### config.mk
export PLATFORM = sky130hd
export DESIGN_NAME = dma_load_sequencer
export DESIGN_NICKNAME = d
export VERILOG_FILES = /design/src/rtl/io_pkg.sv /design/src/rtl/io_word_fifo.sv /design/src/rtl/dma_load_sequencer.sv
export SDC_FILE = /design/constraint.sdc
export NUM_CORES = 1
export LEC_CHECK = 0
export BUFFER_PORTS_ARGS = -buffer_cell sky130_fd_sc_hd__buf_2
export CORE_UTILIZATION = 62
export DETAILED_ROUTE_END_ITERATION = 16
export PLACE_DENSITY = 0.81
export SLEW_MARGIN = 20
export SYNTH_ARGS = -nofsm -noshare
export SYNTH_HDL_FRONTEND = slang
export SYNTH_SLANG_ARGS = --single-unit
export TNS_END_PERCENT = 30
### constraint.sdc
create_clock -name clk -period 7.09 [get_ports clk]
set_input_delay 0.709 -clock clk [delete_from_list [all_inputs] [get_ports clk]]
set_output_delay 0.709 -clock clk [all_outputs]
set_load 0.02 [all_outputs]
### src/rtl/io_pkg.sv
// io_pkg: shared types and defaults for the DCNN IO path.
// Load-sequencer FSM encoding, bus widths, DMA wait limit.
package io_pkg;

  localparam int DATA_W_DEF     = 16;
  localparam int ADDR_W_DEF     = 16;
  localparam int FIFO_DEPTH_DEF = 4;
  localparam int TIMEOUT_DEF    = 255;

  typedef enum logic [2:0] {
    ST_IDLE  = 3'd0,
    ST_LOAD  = 3'd1,
    ST_WRITE = 3'd2,
    ST_GAP   = 3'd3,
    ST_FIN   = 3'd4
  } load_state_t;

  function automatic int wait_bits(input int limit);
    return (limit < 2) ? 1 : $clog2(limit + 1);
  endfunction

endpackage

### src/rtl/io_word_fifo.sv
// io_word_fifo: synchronous word FIFO with sync flush.
// Ports: clk, rst, flush, push/din, pop/dout, full, empty, count.
module io_word_fifo #(
  parameter int DATA_W = 16,
  parameter int DEPTH  = 4
) (
  input  logic                       clk,
  input  logic                       rst,
  input  logic                       flush,
  input  logic                       push,
  input  logic [DATA_W-1:0]          din,
  input  logic                       pop,
  output logic [DATA_W-1:0]          dout,
  output logic                       full,
  output logic                       empty,
  output logic [$clog2(DEPTH):0]     count
);

  localparam int PW = $clog2(DEPTH);
  localparam int CW = PW + 1;

  logic [DATA_W-1:0] mem [DEPTH];
  logic [PW-1:0]     wr_ptr;
  logic [PW-1:0]     rd_ptr;
  logic              do_push;
  logic              do_pop;

  assign full    = (count == CW'(DEPTH));
  assign empty   = (count == '0);
  assign do_push = push && !full;
  assign do_pop  = pop && !empty;
  // Head word is always presented; caller qualifies it with !empty.
  assign dout    = mem[rd_ptr];

  always_ff @(posedge clk) begin
    if (rst || flush) begin
      wr_ptr <= '0;
      rd_ptr <= '0;
      count  <= '0;
    end else begin
      if (do_push) wr_ptr <= wr_ptr + PW'(1);
      if (do_pop)  rd_ptr <= rd_ptr + PW'(1);
      unique case ({do_push, do_pop})
        2'b10:   count <= count + CW'(1);
        2'b01:   count <= count - CW'(1);
        default: count <= count;
      endcase
    end
  end

  always_ff @(posedge clk) begin
    if (do_push) mem[wr_ptr] <= din;
  end

endmodule

### src/rtl/dma_load_sequencer.sv
// dma_load_sequencer: buffers a 16-bit word stream, drains it as DMA writes.
// Ports: clk, RST, start/base_addr/word_count, in_* stream, dma_* bus, busy/done/error.
module dma_load_sequencer
  import io_pkg::*;
#(
  parameter int DATA_W     = DATA_W_DEF,
  parameter int ADDR_W     = ADDR_W_DEF,
  parameter int FIFO_DEPTH = FIFO_DEPTH_DEF,
  parameter int TIMEOUT    = TIMEOUT_DEF
) (
  input  logic              clk,
  input  logic              RST,
  input  logic              start,
  input  logic [ADDR_W-1:0] base_addr,
  input  logic [15:0]       word_count,
  input  logic [DATA_W-1:0] in_data,
  input  logic              in_valid,
  output logic              in_ready,
  output logic [ADDR_W-1:0] dma_address,
  output logic [DATA_W-1:0] dma_data,
  output logic              dma_write,
  output logic              dma_read,
  input  logic              dma_done_write,
  output logic              busy,
  output logic              done,
  output logic              error
);

  localparam int WW = wait_bits(TIMEOUT);
  localparam int CW = $clog2(FIFO_DEPTH) + 1;

  load_state_t       state;
  load_state_t       nstate;
  logic [ADDR_W-1:0] addr_q;
  logic [15:0]       cnt_q;
  logic [15:0]       acc_q;
  logic [15:0]       wr_q;
  logic [WW-1:0]     wait_q;
  logic              err_q;

  logic              job_start;
  logic              push;
  logic              pop;
  logic              timeout_hit;
  logic              fifo_flush;
  logic [DATA_W-1:0] fifo_dout;
  logic              fifo_full;
  logic              fifo_empty;
  logic [CW-1:0]     fifo_count;

  assign job_start   = (state == ST_IDLE) && start;
  assign push        = in_valid && in_ready;
  assign pop         = (state == ST_WRITE) && dma_done_write && !fifo_empty;
  assign timeout_hit = (wait_q == WW'(TIMEOUT));
  // Normal jobs end with an empty FIFO; an aborted job drops leftovers here.
  assign fifo_flush  = (state == ST_FIN);

  io_word_fifo #(
    .DATA_W (DATA_W),
    .DEPTH  (FIFO_DEPTH)
  ) u_fifo (
    .clk   (clk),
    .rst   (RST),
    .flush (fifo_flush),
    .push  (push),
    .din   (in_data),
    .pop   (pop),
    .dout  (fifo_dout),
    .full  (fifo_full),
    .empty (fifo_empty),
    .count (fifo_count)
  );

  always_ff @(posedge clk) begin
    if (RST) state <= ST_IDLE;
    else     state <= nstate;
  end

  always_comb begin
    nstate = state;
    unique case (state)
      ST_IDLE: begin
        if (start)
          nstate = (word_count == '0) ? ST_FIN : ST_LOAD;
      end
      ST_LOAD: begin
        if (fifo_count != '0) nstate = ST_WRITE;
      end
      ST_WRITE: begin
        if (dma_done_write)   nstate = ST_GAP;
        else if (timeout_hit) nstate = ST_FIN;
      end
      ST_GAP: begin
        nstate = (wr_q < cnt_q) ? ST_LOAD : ST_FIN;
      end
      ST_FIN:  nstate = ST_IDLE;
      default: nstate = ST_IDLE;
    endcase
  end

  always_ff @(posedge clk) begin
    if (RST) begin
      addr_q <= '0;
      cnt_q  <= '0;
      acc_q  <= '0;
      wr_q   <= '0;
      wait_q <= '0;
      err_q  <= 1'b0;
    end else begin
      if (job_start) begin
        addr_q <= base_addr;
        cnt_q  <= word_count;
        acc_q  <= '0;
        wr_q   <= '0;
        err_q  <= 1'b0;
      end else begin
        if (push) acc_q <= acc_q + 16'd1;
        if (pop) begin
          addr_q <= addr_q + ADDR_W'(1);
          wr_q   <= wr_q + 16'd1;
        end
        if ((state == ST_WRITE) && !dma_done_write && timeout_hit)
          err_q <= 1'b1;
      end
      // Restarts from zero every time WRITE is entered.
      wait_q <= (state == ST_WRITE) ? wait_q + WW'(1) : '0;
    end
  end

  always_comb begin
    busy        = (state != ST_IDLE);
    in_ready    = busy && !fifo_full && (acc_q < cnt_q);
    dma_write   = (state == ST_WRITE);
    dma_address = dma_write ? addr_q : '0;
    dma_data    = dma_write ? fifo_dout : '0;
    dma_read    = 1'b0;
    done        = (state == ST_FIN);
    error       = err_q;
  end

endmodule

==> results.sh, run 1 <==
export IMPL_dieArea_sq_um=11880
export IMPL_rows=38
export IMPL_port_buffers=89
export IMPL_wl_per_cell_microns=17.44
export IMPL_critPathKind="reg2out"
export IMPL_cp_max_fo=11
export IMPL_worstMarginPinSlew_ps=942.8
export IMPL_clk_latency_ps=430
export IMPL_grt_start_max_net_pins=43
export IMPL_syn_nets=760
export IMPL_ant_nets=0
export IMPL_ys_warnings_count=0
export IMPL_h_tree_depth=4
export IMPL_ys_top_cells_by_count="dfxtp_1 (85), edfxtp_1 (64), nor2_1 (63), nand2_1 (56), a21oi_1 (40)"
export IMPL_start_util_pct=64.64
export IMPL_cts_resized=0
export IMPL_wirelength_mm=15.68
export IMPL_hpwl_mm=10.79
export IMPL_routed_via_density=5.908
export IMPL_power_leakage_nw=3.133
export IMPL_synth_top_area_share_pct=27.07
export IMPL_cts_hold_buf=0
export IMPL_setup_viol=0
export IMPL_ys_top_cells_by_area="edfxtp_1 (27%), dfxtp_1 (24%), ha_1 (6.9%), mux4_2 (5.1%), nor2_1 (3.3%)"
export IMPL_fin_total_pwr_w=0.002478
export IMPL_rrSetupSlack_ps=3480
export IMPL_drtIter0Drc=419
export IMPL_clock_path_buffers=2
export IMPL_endpoint_kind="primary output"
export IMPL_cts_buffers=17
export IMPL_pin_count=91
export IMPL_slew_limit_headroom_pct=37.08
export IMPL_r2r_end="u_fifo.count[2]"
export IMPL_async_flop_share_pct=0
export IMPL_fin_tns_setup_ps=0
export IMPL_insertedDiodeCount=0
export IMPL_die_width_microns=109.0
export IMPL_clkSlewWorstSetupHoldPaths_ps=60
export IMPL_gp_congestion=0.8521
export IMPL_route_detailed_drc=0
export IMPL_synth_most_common_cell="dfxtp_1"
export IMPL_worstSetupStartpointType="flop"
export IMPL_die_y_microns=109.0
export IMPL_worstPathRequired_ps=6380
export IMPL_max_freq_ghz=0.2696
export IMPL_holdPathStages=2
export IMPL_cts_sinks=149
export IMPL_syn_avg_cell_area_sq_um=10.64
export IMPL_synthToLayoutAreaGrowth_pct=15.26
export IMPL_grt_pass1_wl_mm=24.83
export IMPL_synth_seq_cells=149
export IMPL_placeableCoreArea_sq_um=10980
export IMPL_synth_cells=667
export IMPL_grt_pass1_vias=5200
export IMPL_synthFlopType="dfxtp_1"
export IMPL_final_max_slew_viol_count=0
export IMPL_dr_pass1_iters=4
export IMPL_cts_tree="done"
export IMPL_synth_cell_types=58
export IMPL_track_usage_pct=27.96
export IMPL_syn_area_sq_um=7099
export IMPL_cp_endpoint="in_ready"
export IMPL_ir_worst_vdd_mv=0.2016
export IMPL_drive_gt1_share_pct=19.89
export IMPL_reg2reg_depth=14
export IMPL_rsz0062_at_grt="no"
export IMPL_powerDensity_nw_per_um2=302.9
export IMPL_min_period_over_period_pct=52.31
export IMPL_via_count=5311
export IMPL_synth_area_leader_cell="edfxtp_1"
export IMPL_outcome="finished clean"
export IMPL_post_cts_buffers=0
export IMPL_maxCapViolCount=0
export IMPL_clock_root_buffer="clkbuf_16"
export IMPL_min_period_ps=3709
export IMPL_cp_startpoint="cnt_q[14]"
export IMPL_ys_seq_area_share_pct=51.04
export IMPL_worstReg2RegStart="cnt_q[14]"
export IMPL_overflow=0
export IMPL_hp_class="reg2reg"
export IMPL_grt_antenna_before_repair=1
export IMPL_arrival_ps=3000
export IMPL_fin_nets=839
export IMPL_synth_edf_count=64
export IMPL_hold_violations=0
export IMPL_clock_skew_ps=7.031
cell usage in the layout, fill, tap and decap left out, types with 3 or more instances in the layout:
cell and count:
ha_1 39, buf_2 89, xor2_1 21, xnor2_1 21, nor3_1 13, nor2_1 63, and3_1 13, o31ai_1 3
nor4_1 11, and2_1 34, and4_1 3, inv_1 33, dfxtp_1 84, inv_6 4, mux2i_1 4, nand2_1 56
nand3_1 15, nand4_1 16, nand2b_1 3, a211oi_1 13, or3_1 8, nand3b_1 5, a21o_1 5, a21oi_1 40
buf_4 3, clkinv_2 3, nor2b_1 3, clkinv_4 4, o21ai_0 13, clkbuf_16 17, mux4_2 16, edfxtp_1 64
flip-flops by register name (all words and copies together), names as in the netlist, named ones only:
| name | count |
|---|---|
| u_fifo.count | 3 |
| u_fifo.mem | 64 |
| u_fifo.rd_ptr | 2 |
| u_fifo.wr_ptr | 2 |
| wr_q | 16 |
| state | 3 |
| addr_q | 16 |
| acc_q | 16 |
| error | 1 |
| cnt_q | 16 |
| wait_q | 8 |
stage by stage:
| stage | util, % | setup slack (ps) | hold slack, ps | instances | instance area [sq um] |
|---|---|---|---|---|---|
| floorplan | - | 3728 | 426.2 | 667 | 7099 |
| global route | 74.50 | 3174 | 476.7 | 899 | 8183 |
| finish | 74.50 | 3381 | 455.5 | 899 | 8183 |
| global placement | 69.30 | 3647 | 438.5 | 867 | 7611 |
| detailed placement | 69.30 | 3511 | 449.2 | 867 | 7611 |
| CTS | 74.49 | 3379 | 457.6 | 899 | 8182 |
how the worst min path moves through the flow:
stage                   start         to  slack [ps]
finish              cnt_q[14]  cnt_q[14]         460
CTS                 cnt_q[14]  cnt_q[14]         460
global placement    wait_q[0]  wait_q[0]         440
detailed placement  cnt_q[14]  cnt_q[14]         450
global route        cnt_q[15]  cnt_q[15]         480
floorplan           wait_q[0]  wait_q[0]         430
area by class of cell:
type / instances / area (sq um)
repair buffers: 92 / 467.9
well taps: 140 / 175.2
clock buffers: 17 / 425.4
clock inverters: 15 / 145.1
inverters: 33 / 123.9
multi-input cells: 453 / 3221
fillers: 741 / 2800
flip-flops and latches: 149 / 3625
critical path, stage by stage (launching register included):
cell and delay [ps]:
dfxtp_1 320, inv_1 70, ha_1 310, nand4_1 130, or2_2 350, o41ai_2 740
or3_1 380, inv_1 100, buf_2 170
routing by layer:
layer	wire length, microns	up-vias	GRT usage (%)
li1	-	2541	-
met1	6785	2543	34.54
met2	7573	190	46.14
met3	879	35	6.814
met4	431	2	13.03
met5	9	-	0
cells by family (layout without fill, tap and decap cells):
| family | count (synthesis) | in the layout | synth area share, % |
|---|---|---|---|
| adders and majority gates | 40 | 40 | 7.155 |
| DFF | 149 | 149 | 51.04 |
| buffers and inverters | 65 | 157 | 3.595 |
| and+or+nand+nor | 255 | 255 | 18.52 |
| AOI/OAI and AO/OA | 95 | 95 | 8.812 |
| xor gates and xnor gates | 42 | 42 | 5.182 |
| other | 1 | 1 | 0.05282 |
| muxes | 20 | 20 | 5.640 |
power breakdown:
part	internal [W]	leakage, nW	switching [W]
Combinational	0.000202	1.58	0.000348
Clock	0.000491	0.282	0.000376
Sequential	0.000989	1.27	0.0000717
Total	0.00168	3.13	0.000796
Note: power is estimated with default switching activity, not from simulation.
==> run 2: changes to the inputs <==
ABC_AREA = 1   (was default)
CORE_UTILIZATION = 53   (was 62)
PLACE_DENSITY = 0.73   (was 0.81)
clock period = 3.3 ns   (was 7.09 ns; I/O delays follow)
==> run 2 against run 1 <==
Net effect: final area rose by 7.2%; via count up 22%; final cell count increased by 35%; wire length up 10%; synthesized area up 7.3%; flip-flop and latch count unchanged; global-route usage decreased by 3.5 points; die area rose by 25%; clock power increased by 110%; critical path type unchanged; highest routed layer is now met4.
==> results.sh, run 2 <==
export IMPL_outcome="finished clean"
export IMPL_gp_congestion=0.8739
export IMPL_post_cts_buffers=0
export IMPL_worstMarginPinSlew_ps=864.4
export IMPL_synthToLayoutAreaGrowth_pct=15.12
export IMPL_grt_pass1_wl_mm=27.80
export IMPL_clock_root_buffer="clkbuf_16"
export IMPL_p_comb_share_pct=28.4
export IMPL_endpoint_kind="primary output"
export IMPL_syn_avg_cell_area_sq_um=8.167
export IMPL_ys_seq_area_share_pct=47.55
export IMPL_worstPathRequired_ps=2970
export IMPL_track_usage_pct=24.42
export IMPL_swShare_pct=35.24
export IMPL_ys_top_cells_by_count="nor2_1 (163), nand2_1 (139), inv_1 (95), a21oi_1 (87), dfxtp_1 (85)"
export IMPL_cp_max_fo=14
export IMPL_p_switching_w=0.002011
export IMPL_clock_path_buffers=2
export IMPL_synth_area_leader_cell="edfxtp_1"
export IMPL_grt_start_max_net_pins=37
export IMPL_port_buffers=89
export IMPL_async_flop_share_pct=0
export IMPL_die_y_microns=121.9
export IMPL_clkPwrFrac_pct=31.9
export IMPL_final_area_sq_um=8772
export IMPL_synth_top_area_share_pct=25.22
export IMPL_route_detailed_drc=0
export IMPL_final_common_cell="nor2_1"
export IMPL_routed_via_density=5.322
export IMPL_top_register="u_fifo.mem"
export IMPL_arrival_ps=2410
export IMPL_clkSlewWorstSetupHoldPaths_ps=60
export IMPL_critPathKind="reg2out"
export IMPL_grt_pass1_vias=5909
export IMPL_syn_area_sq_um=7620
export IMPL_synth_cell_types=46
export IMPL_fillers=1235
export IMPL_synth_seq_cells=149
export IMPL_drive_gt1_share_pct=15.20
export IMPL_drtIter0Drc=480
export IMPL_via_count=6461
export IMPL_cts_hold_buf=0
export IMPL_final_max_slew_viol_count=0
export IMPL_wl_per_cell_microns=14.25
export IMPL_start_util_pct=54.68
export IMPL_ys_top_cells_by_area="edfxtp_1 (25%), dfxtp_1 (22%), nor2_1 (8.0%), nand2_1 (6.8%), ha_1 (6.4%)"
export IMPL_cp_endpoint="in_ready"
export IMPL_min_period_over_period_pct=83.05
export IMPL_synth_most_common_cell="nor2_1"
export IMPL_ys_warnings_count=0
export IMPL_hpwl_mm=11.95
export IMPL_rrSetupSlack_ps=700
export IMPL_cts_sinks=149
export IMPL_grt_antenna_before_repair=1
export IMPL_slew_limit_headroom_pct=42.31
export IMPL_worstSetupStartpointType="flop"
export IMPL_dieArea_sq_um=14860
export IMPL_clock_skew_ps=6.629
export IMPL_overflow=0
export IMPL_rsz0062_at_grt="no"
export IMPL_hold_violations=0
export IMPL_clk_latency_ps=420
export IMPL_power_leakage_nw=3.561
export IMPL_powerDensity_nw_per_um2=650.4
export IMPL_pin_count=91
export IMPL_fin_nets=1114
export IMPL_hp_class="in2reg"
export IMPL_fin_tns_setup_ps=0
export IMPL_r2r_end="u_fifo.count[2]"
export IMPL_intPower_w=0.003694
export IMPL_largest_reg_flops=64
export IMPL_cts_resized=0
export IMPL_cp_startpoint="acc_q[5]"
export IMPL_ant_nets=0
export IMPL_p_seq_share_pct=39.7
export IMPL_worstReg2RegStart="cnt_q[15]"
export IMPL_wirelength_mm=17.29
export IMPL_synthFlopType="dfxtp_1"
export IMPL_die_width_microns=121.9
export IMPL_max_freq_ghz=0.3649
export IMPL_ir_worst_vdd_mv=0.3989
export IMPL_cts_buffers=17
export IMPL_syn_nets=1026
export IMPL_dr_pass1_iters=4
export IMPL_place_area_sq_um=8214
export IMPL_min_period_ps=2741
export IMPL_hold_slack_ps=120.1
export IMPL_setup_viol=0
export IMPL_synth_cells=933
export IMPL_rows=43
export IMPL_h_tree_depth=4
export IMPL_cts_tree="done"
export IMPL_reg2reg_depth=13
export IMPL_placeableCoreArea_sq_um=13930
export IMPL_maxCapViolCount=0
export IMPL_layout_common_cells="nor2_1 (163), nand2_1 (139), inv_1 (95)"
export IMPL_synth_edf_count=64
[run 2: changes by cell type in the layout (fill, tap and decap cells not counted), sizes merged, moves of 13 or more]
cell,change
a21oi,+47
inv,+65
nand2,+88
and3,-13
mux4,-16
xnor2,-14
nor2,+103
o21ai,+67
and2,-34
[run 2: logic make-up (layout without fill, tap and decap cells)]
logic type	Yosys count	after routing	synth area share (%)
AOI/OAI and AO/OA	186	186	12.84
and+or+nand+nor	404	404	23.35
DFF	149	149	47.55
adders and majority gates	40	40	6.667
xor gates and xnor gates	19	19	2.184
buffers and inverters	134	234	7.356
other	1	2	0.04921
[run 2: final cells by class]
cell class	instances	area (sq um)	area share, %
Sequential cell	149	3623	41.31
Multi-Input combinational cell	650	3436	39.17
Timing Repair Buffer	104	558.0	6.361
Clock buffer	18	429.2	4.892
Inverter	99	371.6	4.236
Tap cell	180	225.2	2.567
Clock inverter	13	126.4	1.441
Antenna cell	1	2.502	0.02853
[run 2: worst min path at each step]
stage                      from           endpoint  slack (ps)  depth (start not counted)
global placement      wait_q[0]          wait_q[0]         430                          1
global route         in_data[9]   u_fifo.mem[1][9]         110                          1
finish               in_data[1]   u_fifo.mem[2][1]         120                          1
CTS                 in_data[15]  u_fifo.mem[0][15]         110                          1
floorplan             wait_q[0]          wait_q[0]         420                          1
detailed placement    wait_q[0]          wait_q[0]         450                          1
[run 2: worst max-delay path: stages (launching register included)]
cell	delay, ps
dfxtp_1	450
ha_1	290
a21oi_1	160
nor2_1	50
nor3_1	120
nand2_1	100
a21oi_1	160
buf_4	230
inv_1	50
nor2_1	160
buf_2	200
[run 2: through the flow]
| step | setup WS [ps] | cells | util, % | total power, W |
|---|---|---|---|---|
| floorplan | 739.0 | 933 | - | 0.003474 |
| global placement | 793.0 | 1182 | 58.95 | 0.003871 |
| detailed placement | 745.6 | 1182 | 58.95 | 0.003909 |
| CTS | 559.6 | 1213 | 62.93 | 0.005734 |
| global route | 323.3 | 1213 | 62.93 | 0.006050 |
| finish | 559.4 | 1214 | 62.95 | 0.005705 |
[run 2: power groups by stage]
stage / Sequential, W / Combinational, W / Clock (W)
6_report: 0.00226 / 0.00162 / 0.00182
5_1_grt: 0.00228 / 0.00184 / 0.00193
4_1_cts: 0.00226 / 0.00162 / 0.00185
3_5_place_dp: 0.00230 / 0.00161 / 0
3_3_place_gp: 0.00229 / 0.00158 / 0
2_1_floorplan: 0.00228 / 0.00120 / 0
[run 2: layer usage]
metal  wire [microns]  vias up  share of wire (%)  GRT usage [%]
li1                 -     3319                  -              -
met1             7814     2952                 45          30.89
met5                0        -                  0              0
met3              977       19                5.6          4.541
met4              255        0                1.5          8.642
met2             8245      171                 48          41.56
==> run 3: changes to the inputs <==
ABC_AREA = 0   (was 1)
CORE_UTILIZATION = 52   (was 53)
PLACE_DENSITY = 0.72   (was 0.73)
clock period = 2.3 ns   (was 3.3 ns; I/O delays follow)
==> run 3 against run 2 <==
Net effect: the run now ends with negative setup slack left; worst hold slack lost 98 ps; die area decreased by 5.0%; clock power increased by 45%; count of clock-buffer cells in the layout is the same; first-iteration DRC count grew 15%; register-to-register slack got worse by 1200 ps; combinational power rose by 66%; worst setup slack got worse by 1100 ps; via count is 10% lower; critical path depth rose by 3; final cell count fell by 16%; sequential power increased by 43%; largest cell class unchanged; largest power group unchanged.
==> results.sh, run 3 (same netlist as run 1, synthesis figures left out) <==
export IMPL_layout_common_cells="buf_4 (89), dfxtp_1 (73), edfxtp_1 (64)"
export IMPL_max_freq_ghz=0.3533
export IMPL_clkPwrFrac_pct=30.8
export IMPL_dr_pass1_iters=5
export IMPL_cts_tree="done"
export IMPL_p_seq_share_pct=37.8
export IMPL_largest_reg_flops=64
export IMPL_dieArea_sq_um=14120
export IMPL_start_util_pct=53.40
export IMPL_final_common_cell="buf_4"
export IMPL_outcome="complete, but fails checks"
export IMPL_drive_gt1_share_pct=34.73
export IMPL_clock_skew_ps=9.601
export IMPL_cts_hold_buf=0
export IMPL_ant_nets=0
export IMPL_critPathKind="reg2reg"
export IMPL_powerDensity_nw_per_um2=911.9
export IMPL_die_width_microns=118.8
export IMPL_routed_via_density=5.710
export IMPL_wl_per_cell_microns=18.13
export IMPL_port_buffers=89
export IMPL_via_count=5796
export IMPL_rsz0062_at_grt="yes"
export IMPL_grt_pass1_vias=5698
export IMPL_drtIter0Drc=550
export IMPL_grt_pass1_wl_mm=27.68
export IMPL_worstPathRequired_ps=2660
export IMPL_hp_class="in2reg"
export IMPL_seqCellArea_sq_um=3638
export IMPL_final_max_slew_viol_count=0
export IMPL_endpoint_kind="flop"
export IMPL_pin_count=91
export IMPL_fin_total_pwr_w=0.008563
export IMPL_arrival_ps=3190
export IMPL_clkSlewWorstSetupHoldPaths_ps=60
export IMPL_die_y_microns=118.8
export IMPL_synthToLayoutAreaGrowth_pct=32.27
export IMPL_overflow=0
export IMPL_hpwl_mm=11.62
export IMPL_ir_worst_vdd_mv=0.6470
export IMPL_hold_violations=0
export IMPL_gp_congestion=0.8552
export IMPL_cts_buffers=17
export IMPL_cts_sinks=149
export IMPL_p_switching_w=0.002751
export IMPL_clock_root_buffer="clkbuf_16"
export IMPL_cp_max_fo=2
export IMPL_violations="negative setup slack"
export IMPL_grt_start_max_net_pins=43
export IMPL_multi_input_area_sq_um=3540
export IMPL_grt_antenna_before_repair=1
export IMPL_clock_path_buffers=2
export IMPL_placeableCoreArea_sq_um=13300
export IMPL_track_usage_pct=25.40
export IMPL_rows=42
export IMPL_h_tree_depth=4
export IMPL_worstSetupStartpointType="flop"
export IMPL_maxCapViolCount=0
export IMPL_setup_viol=89
export IMPL_top_register="u_fifo.mem"
export IMPL_post_route_util_pct=70.63
export IMPL_power_leakage_nw=3.602
export IMPL_route_detailed_drc=0
export IMPL_rrSetupSlack_ps=-530
export IMPL_fin_ws_ps=-530.7
export IMPL_min_period_ps=2831
export IMPL_p_comb_share_pct=31.4
export IMPL_swShare_pct=32.13
export IMPL_fillers=889
export IMPL_fin_nets=918
export IMPL_min_period_over_period_pct=123.1
export IMPL_clk_latency_ps=430
export IMPL_wirelength_mm=18.40
export IMPL_intPower_w=0.005812
run 3: power groups by stage:
stage                     Sequential, W  Clock [W]  Combinational, W
after detailed placement        0.00327          0           0.00210
final                           0.00323    0.00264           0.00269
after CTS                       0.00323    0.00265           0.00230
after global routing            0.00326    0.00276           0.00288
after floorplan                 0.00323          0           0.00135
after global placement          0.00325          0           0.00203
run 3: metrics by stage:
step | cells | instance area (sq um) | hold WS [ps] | TNS [ps] | worst slack (ps)
after floorplan | 667 | 7191 | 328.9 | -11290 | -539.9
after global placement | 963 | 8238 | 436.0 | -13420 | -274.8
after detailed placement | 963 | 8238 | 449.1 | -19680 | -401.5
after CTS | 1001 | 9060 | 7.677 | -13360 | -501.7
after global routing | 1015 | 9390 | 18.05 | -19820 | -589.8
final | 1015 | 9390 | 21.71 | -12360 | -530.7
run 3: final timing paths:
kind / from / end / cells past startpoint
worst min register to register: cnt_q[2] / cnt_q[2] / 2
worst max register to register: cnt_q[10] / u_fifo.count[2] / 13
worst min-delay path: in_data[12] / u_fifo.mem[2][12] / 1
worst max-delay path: cnt_q[10] / u_fifo.count[2] / 13
run 3: metal layers:
metal	vias to the layer above	wire (microns)	part of all wire (%)	track usage (%)
li1	2710	-	-	-
met1	2793	7768	42	32.02
met2	235	9035	49	42.21
met3	58	970	5.3	4.646
met4	0	630	3.4	12.26
met5	-	0	0	0
run 3: area by class of cell:
class	count	share of cell area [%]
Antenna cell	1	0.02665
Clock buffer	18	4.570
Clock inverter	14	1.332
Inverter	33	1.372
Multi-Input combinational cell	453	37.69
Sequential cell	149	38.75
Tap cell	176	2.345
Timing Repair Buffer	171	13.91
run 3: worst max-delay path, stage by stage, from the launching register on:
cell and delay (ps):
dfxtp_1 350, inv_2 70, ha_4 270, nand4_1 110
or2_4 290, o41ai_4 390, nor3_4 90, inv_4 70
ha_4 130, inv_2 40, fa_2 330, xor2_1 170
or3_1 320, a21oi_1 120
run 3: what timing repair did:
action,4_1_cts,5_1_grt
setup buffers,5,11
endpoints found under the setup margin,106,114
gates resized for setup,60,39
cloned,1,3
pin swaps,15,17
